File: src/rtl/uart_rx_scheduler_if.sv
// uart_rx_scheduler_if
// Bundles the receive-side frame signals and the shared FIFO read port of
// uart_rx_scheduler.
//   rx_transaction_en  receiver is in the middle of a frame
//   rx_data / rx_wr    completed frame and its one-cycle strobe
//   rx_valid           parity check result, sampled with rx_wr
//   rd_req_0/1         read requests from the two pipes
//   rd_gnt_0/1         one-cycle grant, rd_data/rd_err valid with it
// Modports: slave = the scheduler, master = receiver plus pipes.
interface uart_rx_scheduler_if #(
  parameter int DATA_WIDTH = 8
);
  logic                  rx_transaction_en;
  logic [DATA_WIDTH-1:0] rx_data;
  logic                  rx_wr;
  logic                  rx_valid;
  logic                  rd_req_0;
  logic                  rd_req_1;
  logic                  rd_gnt_0;
  logic                  rd_gnt_1;
  logic [DATA_WIDTH-1:0] rd_data;
  logic                  rd_err;

  modport slave (
    input  rx_transaction_en, rx_data, rx_wr, rx_valid, rd_req_0, rd_req_1,
    output rd_gnt_0, rd_gnt_1, rd_data, rd_err
  );

  modport master (
    output rx_transaction_en, rx_data, rx_wr, rx_valid, rd_req_0, rd_req_1,
    input  rd_gnt_0, rd_gnt_1, rd_data, rd_err
  );
endinterface

File: src/rtl/uart_rx_scheduler.sv
// uart_rx_scheduler
// Sits between the UART receive controller and the two instruction pipes.
//  - Holds the receiver frame configuration. Software writes land in a shadow
//    copy and are applied only while no frame is in progress.
//  - Buffers received frames as {err, data} in a FIFO_DEPTH-entry FIFO.
//  - Grants FIFO reads to two requesters round-robin.
//  - Keeps a sticky overrun flag and a saturating parity error count.
// Ports:
//   clk, rst                    clock, synchronous active-high reset
//   cfg_wr, cfg_*_in            software config write strobe and values
//   cfg_pending                 shadow written but not applied yet
//   *_option                    active config driven to the receiver
//   bus (slave)                 receive frame and FIFO read signals
//   fifo_empty, fifo_full       FIFO status
//   overrun, parity_err_cnt     statistics, cleared by stat_clr
// Build option: RX_ERR_DROP_EN - frames failing parity are counted but not
// queued, and rd_err is tied low.
module uart_rx_scheduler #(
  parameter int DATA_WIDTH          = 8,
  parameter int FIFO_DEPTH          = 8,
  parameter int DATA_WIDTH_OPTION_W = 2,
  parameter int PARITY_OPTION_W     = 2,
  parameter int STOP_BIT_OPTION_W   = 1
) (
  input  logic                           clk,
  input  logic                           rst,
  input  logic                           cfg_wr,
  input  logic [DATA_WIDTH_OPTION_W-1:0] cfg_data_width_in,
  input  logic [PARITY_OPTION_W-1:0]     cfg_parity_in,
  input  logic [STOP_BIT_OPTION_W-1:0]   cfg_stop_bit_in,
  output logic                           cfg_pending,
  output logic [DATA_WIDTH_OPTION_W-1:0] data_width_option,
  output logic [PARITY_OPTION_W-1:0]     parity_option,
  output logic [STOP_BIT_OPTION_W-1:0]   stop_bit_option,
  uart_rx_scheduler_if.slave             bus,
  output logic                           fifo_empty,
  output logic                           fifo_full,
  output logic                           overrun,
  output logic [7:0]                     parity_err_cnt,
  input  logic                           stat_clr
);
  localparam int AW = $clog2(FIFO_DEPTH);
  localparam logic [AW:0] PTR_ONE = {{AW{1'b0}}, 1'b1};
  localparam logic [DATA_WIDTH_OPTION_W-1:0] DW_RESET = {DATA_WIDTH_OPTION_W{1'b1}};

  // ---------------------------------------------------------------------
  // Config FSM
  // ---------------------------------------------------------------------
  typedef enum logic {CFG_IDLE, CFG_PEND} cfg_state_t;

  cfg_state_t                     cfg_state_reg;
  logic                           cfg_pending_reg;
  logic [DATA_WIDTH_OPTION_W-1:0] sh_dw_reg, act_dw_reg;
  logic [PARITY_OPTION_W-1:0]     sh_par_reg, act_par_reg;
  logic [STOP_BIT_OPTION_W-1:0]   sh_stop_reg, act_stop_reg;

  // Applying is safe only when the receiver is between frames and is not
  // handing over a completed frame in this cycle.
  logic apply_ok;
  assign apply_ok = !bus.rx_transaction_en && !bus.rx_wr;

  always_ff @(posedge clk) begin
    if (rst) begin
      cfg_state_reg   <= CFG_IDLE;
      cfg_pending_reg <= 1'b0;
      sh_dw_reg       <= DW_RESET;
      sh_par_reg      <= '0;
      sh_stop_reg     <= '0;
      act_dw_reg      <= DW_RESET;
      act_par_reg     <= '0;
      act_stop_reg    <= '0;
    end else begin
      // A write always refreshes the shadow; in CFG_PEND it also defers any
      // apply that would have happened this cycle.
      if (cfg_wr) begin
        sh_dw_reg   <= cfg_data_width_in;
        sh_par_reg  <= cfg_parity_in;
        sh_stop_reg <= cfg_stop_bit_in;
      end
      case (cfg_state_reg)
        CFG_IDLE: begin
          if (cfg_wr) begin
            cfg_state_reg   <= CFG_PEND;
            cfg_pending_reg <= 1'b1;
          end
        end
        CFG_PEND: begin
          if (!cfg_wr && apply_ok) begin
            act_dw_reg      <= sh_dw_reg;
            act_par_reg     <= sh_par_reg;
            act_stop_reg    <= sh_stop_reg;
            cfg_state_reg   <= CFG_IDLE;
            cfg_pending_reg <= 1'b0;
          end
        end
        default: begin
          cfg_state_reg   <= CFG_IDLE;
          cfg_pending_reg <= 1'b0;
        end
      endcase
    end
  end

  assign cfg_pending       = cfg_pending_reg;
  assign data_width_option = act_dw_reg;
  assign parity_option     = act_par_reg;
  assign stop_bit_option   = act_stop_reg;

  // ---------------------------------------------------------------------
  // FIFO pointers and status (extra MSB separates full from empty)
  // ---------------------------------------------------------------------
  logic [AW:0] wr_ptr_reg, rd_ptr_reg;
  logic        empty_w, full_w;

  assign empty_w = (wr_ptr_reg == rd_ptr_reg);
  assign full_w  = (wr_ptr_reg[AW] != rd_ptr_reg[AW]) &&
                   (wr_ptr_reg[AW-1:0] == rd_ptr_reg[AW-1:0]);

  // ---------------------------------------------------------------------
  // Arbiter: last_gnt1_reg=1 means requester 1 won most recently
  // ---------------------------------------------------------------------
  logic last_gnt1_reg;
  logic pick0, pop;

  assign pop   = !empty_w && (bus.rd_req_0 || bus.rd_req_1);
  assign pick0 = bus.rd_req_0 && (!bus.rd_req_1 || last_gnt1_reg);

  // ---------------------------------------------------------------------
  // Push decision
  // ---------------------------------------------------------------------
  logic push_cand, push, drop;

`ifdef RX_ERR_DROP_EN
  assign push_cand = bus.rx_wr && bus.rx_valid;
`else
  assign push_cand = bus.rx_wr;
`endif
  // A pop at the same edge frees the slot being written when full.
  assign push = push_cand && (!full_w || pop);
  assign drop = push_cand && full_w && !pop;

  // ---------------------------------------------------------------------
  // Storage (no reset; read data is registered on pop)
  // ---------------------------------------------------------------------
`ifdef RX_ERR_DROP_EN
  logic [DATA_WIDTH-1:0] mem [FIFO_DEPTH];

  always_ff @(posedge clk) begin
    if (push) begin
      mem[wr_ptr_reg[AW-1:0]] <= bus.rx_data;
    end
  end
`else
  logic [DATA_WIDTH:0] mem [FIFO_DEPTH];

  always_ff @(posedge clk) begin
    if (push) begin
      mem[wr_ptr_reg[AW-1:0]] <= {~bus.rx_valid, bus.rx_data};
    end
  end
`endif

  logic [DATA_WIDTH-1:0] rd_data_reg;
  logic                  rd_err_reg;
  logic                  gnt0_reg, gnt1_reg;
  logic                  overrun_reg;
  logic [7:0]            perr_cnt_reg;

  always_ff @(posedge clk) begin
    if (rst) begin
      wr_ptr_reg    <= '0;
      rd_ptr_reg    <= '0;
      last_gnt1_reg <= 1'b1;
      gnt0_reg      <= 1'b0;
      gnt1_reg      <= 1'b0;
      rd_data_reg   <= '0;
      rd_err_reg    <= 1'b0;
      overrun_reg   <= 1'b0;
      perr_cnt_reg  <= '0;
    end else begin
      gnt0_reg <= pop && pick0;
      gnt1_reg <= pop && !pick0;
      if (pop) begin
        last_gnt1_reg <= !pick0;
        rd_ptr_reg    <= rd_ptr_reg + PTR_ONE;
`ifdef RX_ERR_DROP_EN
        rd_data_reg   <= mem[rd_ptr_reg[AW-1:0]];
        rd_err_reg    <= 1'b0;
`else
        {rd_err_reg, rd_data_reg} <= mem[rd_ptr_reg[AW-1:0]];
`endif
      end
      if (push) begin
        wr_ptr_reg <= wr_ptr_reg + PTR_ONE;
      end
      // New events take priority over a coincident clear.
      if (drop) begin
        overrun_reg <= 1'b1;
      end else if (stat_clr) begin
        overrun_reg <= 1'b0;
      end
      if (bus.rx_wr && !bus.rx_valid) begin
        if (stat_clr) begin
          perr_cnt_reg <= 8'd1;
        end else if (perr_cnt_reg != 8'hFF) begin
          perr_cnt_reg <= perr_cnt_reg + 8'd1;
        end
      end else if (stat_clr) begin
        perr_cnt_reg <= '0;
      end
    end
  end

  assign bus.rd_gnt_0  = gnt0_reg;
  assign bus.rd_gnt_1  = gnt1_reg;
  assign bus.rd_data   = rd_data_reg;
  assign bus.rd_err    = rd_err_reg;
  assign fifo_empty    = empty_w;
  assign fifo_full     = full_w;
  assign overrun       = overrun_reg;
  assign parity_err_cnt = perr_cnt_reg;
endmodule

File: src/flat_wrapper.sv
// flat-port wrapper written by rule: the top's interface ports become plain ports
module uart_rx_scheduler_flat 
#(
  parameter int DATA_WIDTH          = 8,
  parameter int FIFO_DEPTH          = 8,
  parameter int DATA_WIDTH_OPTION_W = 2,
  parameter int PARITY_OPTION_W     = 2,
  parameter int STOP_BIT_OPTION_W   = 1
)
  (clk, rst, cfg_wr, cfg_data_width_in, cfg_parity_in, cfg_stop_bit_in, cfg_pending, data_width_option, parity_option, stop_bit_option, fifo_empty, fifo_full, overrun, parity_err_cnt, stat_clr, bus_rx_transaction_en, bus_rx_data, bus_rx_wr, bus_rx_valid, bus_rd_req_0, bus_rd_req_1, bus_rd_gnt_0, bus_rd_gnt_1, bus_rd_data, bus_rd_err);
  uart_rx_scheduler_if #(.DATA_WIDTH(DATA_WIDTH)) bus_i ();
  input  logic clk;
  input  logic rst;
  input  logic cfg_wr;
  input  logic [DATA_WIDTH_OPTION_W-1:0] cfg_data_width_in;
  input  logic [PARITY_OPTION_W-1:0] cfg_parity_in;
  input  logic [STOP_BIT_OPTION_W-1:0] cfg_stop_bit_in;
  output logic cfg_pending;
  output logic [DATA_WIDTH_OPTION_W-1:0] data_width_option;
  output logic [PARITY_OPTION_W-1:0] parity_option;
  output logic [STOP_BIT_OPTION_W-1:0] stop_bit_option;
  output logic fifo_empty;
  output logic fifo_full;
  output logic overrun;
  output logic [7:0] parity_err_cnt;
  input  logic stat_clr;
  input wire logic [$bits(bus_i.rx_transaction_en)-1:0] bus_rx_transaction_en;
  input wire logic [$bits(bus_i.rx_data)-1:0] bus_rx_data;
  input wire logic [$bits(bus_i.rx_wr)-1:0] bus_rx_wr;
  input wire logic [$bits(bus_i.rx_valid)-1:0] bus_rx_valid;
  input wire logic [$bits(bus_i.rd_req_0)-1:0] bus_rd_req_0;
  input wire logic [$bits(bus_i.rd_req_1)-1:0] bus_rd_req_1;
  output wire logic [$bits(bus_i.rd_gnt_0)-1:0] bus_rd_gnt_0;
  output wire logic [$bits(bus_i.rd_gnt_1)-1:0] bus_rd_gnt_1;
  output wire logic [$bits(bus_i.rd_data)-1:0] bus_rd_data;
  output wire logic [$bits(bus_i.rd_err)-1:0] bus_rd_err;
  assign bus_i.rx_transaction_en = bus_rx_transaction_en;
  assign bus_i.rx_data = bus_rx_data;
  assign bus_i.rx_wr = bus_rx_wr;
  assign bus_i.rx_valid = bus_rx_valid;
  assign bus_i.rd_req_0 = bus_rd_req_0;
  assign bus_i.rd_req_1 = bus_rd_req_1;
  assign bus_rd_gnt_0 = bus_i.rd_gnt_0;
  assign bus_rd_gnt_1 = bus_i.rd_gnt_1;
  assign bus_rd_data = bus_i.rd_data;
  assign bus_rd_err = bus_i.rd_err;
  uart_rx_scheduler #(.DATA_WIDTH(DATA_WIDTH), .FIFO_DEPTH(FIFO_DEPTH), .DATA_WIDTH_OPTION_W(DATA_WIDTH_OPTION_W), .PARITY_OPTION_W(PARITY_OPTION_W), .STOP_BIT_OPTION_W(STOP_BIT_OPTION_W)) u_core (.clk(clk), .rst(rst), .cfg_wr(cfg_wr), .cfg_data_width_in(cfg_data_width_in), .cfg_parity_in(cfg_parity_in), .cfg_stop_bit_in(cfg_stop_bit_in), .cfg_pending(cfg_pending), .data_width_option(data_width_option), .parity_option(parity_option), .stop_bit_option(stop_bit_option), .bus(bus_i), .fifo_empty(fifo_empty), .fifo_full(fifo_full), .overrun(overrun), .parity_err_cnt(parity_err_cnt), .stat_clr(stat_clr));
endmodule
File: config.mk
export PLATFORM = sky130hd
export DESIGN_NAME = uart_rx_scheduler_flat
export DESIGN_NICKNAME = d
export VERILOG_FILES = /design/src/rtl/uart_rx_scheduler_if.sv /design/src/rtl/uart_rx_scheduler.sv /design/src/flat_wrapper.sv
export SDC_FILE = /design/constraint.sdc
export NUM_CORES = 1
export LEC_CHECK = 0
export CORE_AREA = 2 2 94 96
export DETAILED_ROUTE_END_ITERATION = 16
export DIE_AREA = 0 0 96 98
export PLACE_DENSITY = 0.78
export SLEW_MARGIN = 15
export SYNTH_ARGS = -nofsm -noshare
export SYNTH_HDL_FRONTEND = slang
export SYNTH_SLANG_ARGS = --single-unit
File: constraint.sdc
create_clock -name clk -period 2.9 [get_ports clk]
set_input_delay 0.29 -clock clk [delete_from_list [all_inputs] [get_ports clk]]
set_output_delay 0.29 -clock clk [all_outputs]
set_load 0.005 [all_outputs]
======== After elaboration in Yosys (flattened, before gate mapping) ========
Memories as Yosys holds them, arrays and structs flattened. A register that Yosys moved wholly into a read port is not among the register bits.
Cells that the tools add are included.
word-level totals
  memories kept ........................... 1
  register bits ........................... 32
  output and inout bits ................... 28
  bits in writable memories ............... 72
  input bits .............................. 22
  word-level logic and storage cells ...... 70
operators by class
  equality and inequality tests ........... 6
  bitwise logic cells ..................... 2
  add/sub/neg operators ................... 3
  muxes and demuxes ....................... 14
  reduce and logical (&&, ||, !) cells .... 29
memories
  memory      words  width  read ports  clocked after Yosys merged registers in  write ports  RTL line                  RTL
  u_core.mem  8      9      1           1                                        1            uart_rx_scheduler.sv:154  logic [DATA_WIDTH:0] mem [FIFO_DEPTH];
operators with widths
  kind                   number
  $mux W8                4
  $logic_and A1 B1 Y1    11
  $logic_not A1 Y1       9
  $add A4 B1 Y4 const B  2
  $add A8 B1 Y8 const B  1
  $mux W1                8
  $ne A8 B8 Y1 const B   1
  $reduce_and A2 Y1      3
  $reduce_bool A2 Y1     3
  $eq A4 B4 Y1           1
  $ne A2 B2 Y1 const B   2
  $pmux W1 S2            2
  $eq A3 B3 Y1           1
  $logic_or A1 B1 Y1     3
  $not A1 Y1             2
  $ne A1 B1 Y1           1

======== Depth between registers and ports, before layout ========
Gate-level depths: netlist of run 1.
  word-level depth ........................ 7
  gate-level depth with buffers ........... 6

======== Worst setup path after synthesis of run 1 ========
Ideal clock, no wire load.
  path kind ............................... register to register
  start point ............................. register u_core.wr_ptr_reg[0]
  end point ............................... memory u_core.mem[0][0] (netlist bit), enable pin
  library setup time ...................... 0.399 ns
  cell stages (with the launch flop) ...... 6
  slack ................................... 0.665 ns
  arrival ................................. 1.835 ns
  cells stage by stage .................... dfxtp_1 -> buf_6 -> xnor2_1 -> nand4_1 -> o21ai_0 -> nor4_1
between the ends
  word-level cells in the longest chain between the ends .. 7
  elaborated cells on any way between the ends .. 10
  classes of those cells .................. eq/ne (2); mux (2); reduce/logical (6)
RTL lines
  element                                                         RTL line                                            RTL
  from (decl)                                                     uart_rx_scheduler.sv:112                            logic [AW:0] wr_ptr_reg, rd_ptr_reg;
  from (signal assigned)                                          uart_rx_scheduler.sv:194                            wr_ptr_reg <= wr_ptr_reg + PTR_ONE;
  $eq A4 B4 Y1 / $eq A3 B3 Y1 (equally long branches)             uart_rx_scheduler.sv:115, uart_rx_scheduler.sv:117
  $logic_not A1 Y1 / $logic_and A1 B1 Y1 (equally long branches)  uart_rx_scheduler.sv:125, uart_rx_scheduler.sv:116
  $logic_and A1 B1 Y1 / $logic_not A1 Y1 (equally long branches)  uart_rx_scheduler.sv:125, uart_rx_scheduler.sv:139
  $logic_or A1 B1 Y1                                              uart_rx_scheduler.sv:139                            assign push = push_cand && (!full_w || pop);
  $logic_and A1 B1 Y1                                             uart_rx_scheduler.sv:139
  $mux W1                                                         uart_rx_scheduler.sv:157                            if (push) begin
  $mux W1 (not written as such)                                   uart_rx_scheduler.sv:158                            mem[wr_ptr_reg[AW-1:0]] <= {~bus.rx_valid, bus.rx_data};
  to (decl)                                                       uart_rx_scheduler.sv:154
Parallel ways exist; a longest one is shown, timed or not.

======== Final worst setup path of run 1 ========
  start point ............................. register u_core.wr_ptr_reg[0]
  end point ............................... output port fifo_empty
between the ends
  word-level cells in the longest chain between the ends .. 1
RTL lines
  element       RTL line                  RTL
  $eq A4 B4 Y1  uart_rx_scheduler.sv:115  assign empty_w = (wr_ptr_reg == rd_ptr_reg);
  to (decl)     flat_wrapper.sv:22        output logic fifo_empty;
Every way passes these cells.

==> results of run 1 <==
==> kinds of logic after synthesis <==
family,Yosys count,share of synthesized area [%]
AND/OR/NAND/NOR,62,7.26
multiplexers,42,14.4
buffers and inverters,28,3.29
XOR/XNOR,10,1.92
AO/OA/AOI/OAI,51,7.01
adder cells (fa/ha/maj),3,0.822
flip-flops,113,65.3
==> worst min-delay path by stage <==
stage | start | endpoint | cells after the start
final | cfg_data_width_in[1] | u_core.sh_dw_reg[1]$_SDFFE_PP1P_ | 3
after global routing | cfg_stop_bit_in | u_core.sh_stop_reg$_SDFFE_PP0P_ | 3
after CTS | cfg_data_width_in[1] | u_core.sh_dw_reg[1]$_SDFFE_PP1P_ | 3
after detailed placement | u_core.sh_dw_reg[1]$_SDFFE_PP1P_ | u_core.sh_dw_reg[1]$_SDFFE_PP1P_ | 2
after global placement | u_core.data_width_option[1]$_SDFFE_PP1P_ | u_core.data_width_option[1]$_SDFFE_PP1P_ | 2
after floorplan | bus_rx_data[0] | u_core.mem[0][0]$_DFFE_PP_ | 0
==> where the power goes <==
part / switching (mW) / total, mW / internal (mW) / leakage [nW]
Sequential: 0.0639 / 1.88 / 1.82 / 0.990
Clock: 0.771 / 1.93 / 1.16 / 0.273
Combinational: 0.382 / 0.806 / 0.425 / 0.702
Total: 1.22 / 4.62 / 3.40 / 1.96
==> critical path: cells and delay by family (launching register included) <==
kind	cells	cell delay, ns
DFF	1	0.60
xor gates and xnor gates	1	0.15
and+or+nand+nor	1	0.50
buffers and inverters	1	0.60
==> stage by stage <==
step           utilization (%)  hold WS, ns  instance area [um^2]  total power [mW]  worst slack, ns
2_1_floorplan                -        0.389                  4570              2.44            0.665
3_3_place_gp              61.2        0.454                  5180              2.70            0.536
3_5_place_dp              61.2        0.471                  5180              2.72            0.426
4_1_cts                   67.9        0.387                  5750              4.66            0.246
5_1_grt                   67.9        0.401                  5750              4.81            0.106
6_report                  67.9        0.389                  5750              4.62            0.241
==> cells in the mapped netlist, drive strengths merged, types with 2 or more instances <==
library cell	count
clkbuf	4
ha	3
nand4	3
nor2b	3
a21oi	20
xnor2	6
edfxtp	72
mux2i	21
o21ai	18
buf	14
o31ai	2
nand3	4
mux4	18
xor2	4
nand2	15
nor4	3
mux2	3
o311ai	2
or3	3
inv	10
nor3	7
nor2	16
dfxtp	41
==> layout make-up <==
| cell class | count | area, um^2 | share of cell area, % |
|---|---|---|---|
| Sequential cell | 113 | 2980 | 51.9 |
| Multi-Input combinational cell | 168 | 1440 | 25.1 |
| Timing Repair Buffer | 62 | 588 | 10.2 |
| Clock buffer | 17 | 414 | 7.21 |
| Clock inverter | 15 | 149 | 2.59 |
| Tap cell | 108 | 135 | 2.35 |
| Inverter | 10 | 37.5 | 0.653 |
==> per-layer routing <==
layer | global-route usage [%] | vias to the layer above | share of wire [%]
li1 | - | 1313 | -
met1 | 26.0 | 1392 | 42
met2 | 32.9 | 71 | 52
met3 | 5.40 | 14 | 4.6
met4 | 7.91 | 0 | 1.3
met5 | 0 | - | 0
==> key figures, run 1 <==
Synth
  • Most area-hungry cell type in the Yosys netlist: edfxtp_1
  • Synth warn: 0
  • Ranking of synthesized cells by area: edfxtp_1 47%, dfxtp_1 18%, mux4_2 8.9%
  • Sequential element share of the synthesized area: 65.3%
  • Yosys cell types: 51
  • Async SR Flop Fraction: 0%
  • Mean Syn Cell Area: 14.8 um^2
  • Synthesized flop and latch total: 113
  • Syn nets: 334
  • Yosys top cell area share: 47.3%
  • Number of flops mapped to enable cells by yosys: 72
  • Main synth FF type: edfxtp_1
  • Syn Std Cell Area: between 4000 and 5000 um^2
  • Post-Synthesis Cells: approximately 300

STA
  • Final Max Tran Viols: 0
  • Max Clock Skew: 0.00679 ns
  • Final worst path period share: 91.7%
  • Relative slew slack: 29.2%
  • Final hold violation count: 0
  • Final TNS setup: 0 ns
  • Final setup fails: 0
  • Least-Margin Pin Slew: 1.06 ns
  • Fin crit period: 2.66 ns
  • RSZ-0062 raised after global routing: false
  • Max Fclk: 0.376 GHz

Placement
  • Post-DP HPWL: ~5700 um
  • Routability Congestion: 0.739
  • IO Port Bufs: 49
  • DP Cell Count: 461

Clocking
  • Max clock buf depth: 2
  • Hold Buf Count CTS: 0
  • # clock sinks: 113
  • Total CTS buffers: 17
  • Latest clock arrival within the worst-skew pair: 0.52 ns
  • Post-CTS Setup Bufs: 0
  • Root buffer selected by CTS: clkbuf_8
  • H-tree depth: 4
  • CTS tree: done
  • Post-cts gate resize count: 0
  • Clock transition at the registers of the reported paths: ~0.060 ns

Global route
  • Overflow left after global routing: 0
  • Vias in the first global route: ~2.8k
  • Largest net degree at the start of global routing: 24
  • Initial antenna violation count: 0
  • First-pass GRT wire length: 14000 um
  • Global Route Usage Sum: roughly 20%

Die
  • Die ar.: 9410 um^2
  • Starting density of the core: 53.9%
  • CORE AREA: 8470 um^2
  • Horiz. Die Dim: 96 um
  • Top Ports: 50
  • Row Count: 34
  • Die height: 98 um

Finish
  • Synth-to-layout area growth: 25.8%
  • Fill cells: roughly 570
  • Layout cells sized above 1: 19.2%
  • Most frequent cells in the layout: 72 x edfxtp_1, 49 x clkdlybuf4s50_1, 41 x dfxtp_1, 21 x mux2i_1, 19 x a21oi_1
  • Nets: ~400
  • Commonest non-fill, non-tap cell in the layout: edfxtp_1
  • Post-route insts no fill: 493
  • Largest register FFs: 72
  • Antenna Cells: 0

Power
  • VDD IR max: between 0.0006 and 0.0007 V
  • Pwr dens: 804 nW/um^2
  • Pleak: 1.96 nW

Drt
  • Pre-Repair DR Iteration Count: 4
  • Drt wl/cell: 18.0 um
  • DRT iter0 DRCs: 122
  • Via count: 2790
  • DRC: 0
  • Wirelength, routed: 8870 um
  • DR vias/cell: 5.66
  • Post-route ant nets: 0

Worst setup path
  • FF-to-FF Start: u_core.wr_ptr_reg[0]$_SDFFE_PP0P_
  • Reg2Reg Depth: 4
  • Cell Chain, Critical Path: xor2_1 -> nor4_2 -> clkdlybuf4s50_1
  • Slowest stage delay, CP: 0.60 ns
  • Crit-path max FO: 11
  • Startpoint types: flop
  • Critical Path Source: u_core.wr_ptr_reg[0]$_SDFFE_PP0P_
  • CP Class: flop to primary output
  • CP Capture Type: primary output
  • Crit path required time: 2.61 ns
  • CP Capture Point: fifo_empty
  • CP max stage cell: dfxtp_1
  • Critical Path AT: 2.37 ns
  • Critical R2R Capture: u_core.rd_ptr_reg[3]$_SDFFE_PP0P_
  • R2R setup slack: 0.55 ns

Run
  • Max cap viols: 0

Worst hold path
  • Hold Crit Class: primary input to flop

Status
  • Outcome: finished clean
(Power assumes the default switching activity.)
==> inputs of run 2 (changes only) <==
--- a/config.mk
+++ b/config.mk
@@ -6,6 +6,7 @@
 export NUM_CORES = 1
 export LEC_CHECK = 0
 export CORE_AREA = 2 2 94 96
+export CTS_CLUSTER_DIAMETER = 200
 export DETAILED_ROUTE_END_ITERATION = 16
 export DIE_AREA = 0 0 96 98
 export PLACE_DENSITY = 0.78
==> results of run 2 <==
Same layout as run 1: the final DEF is identical, and so are final timing and power.
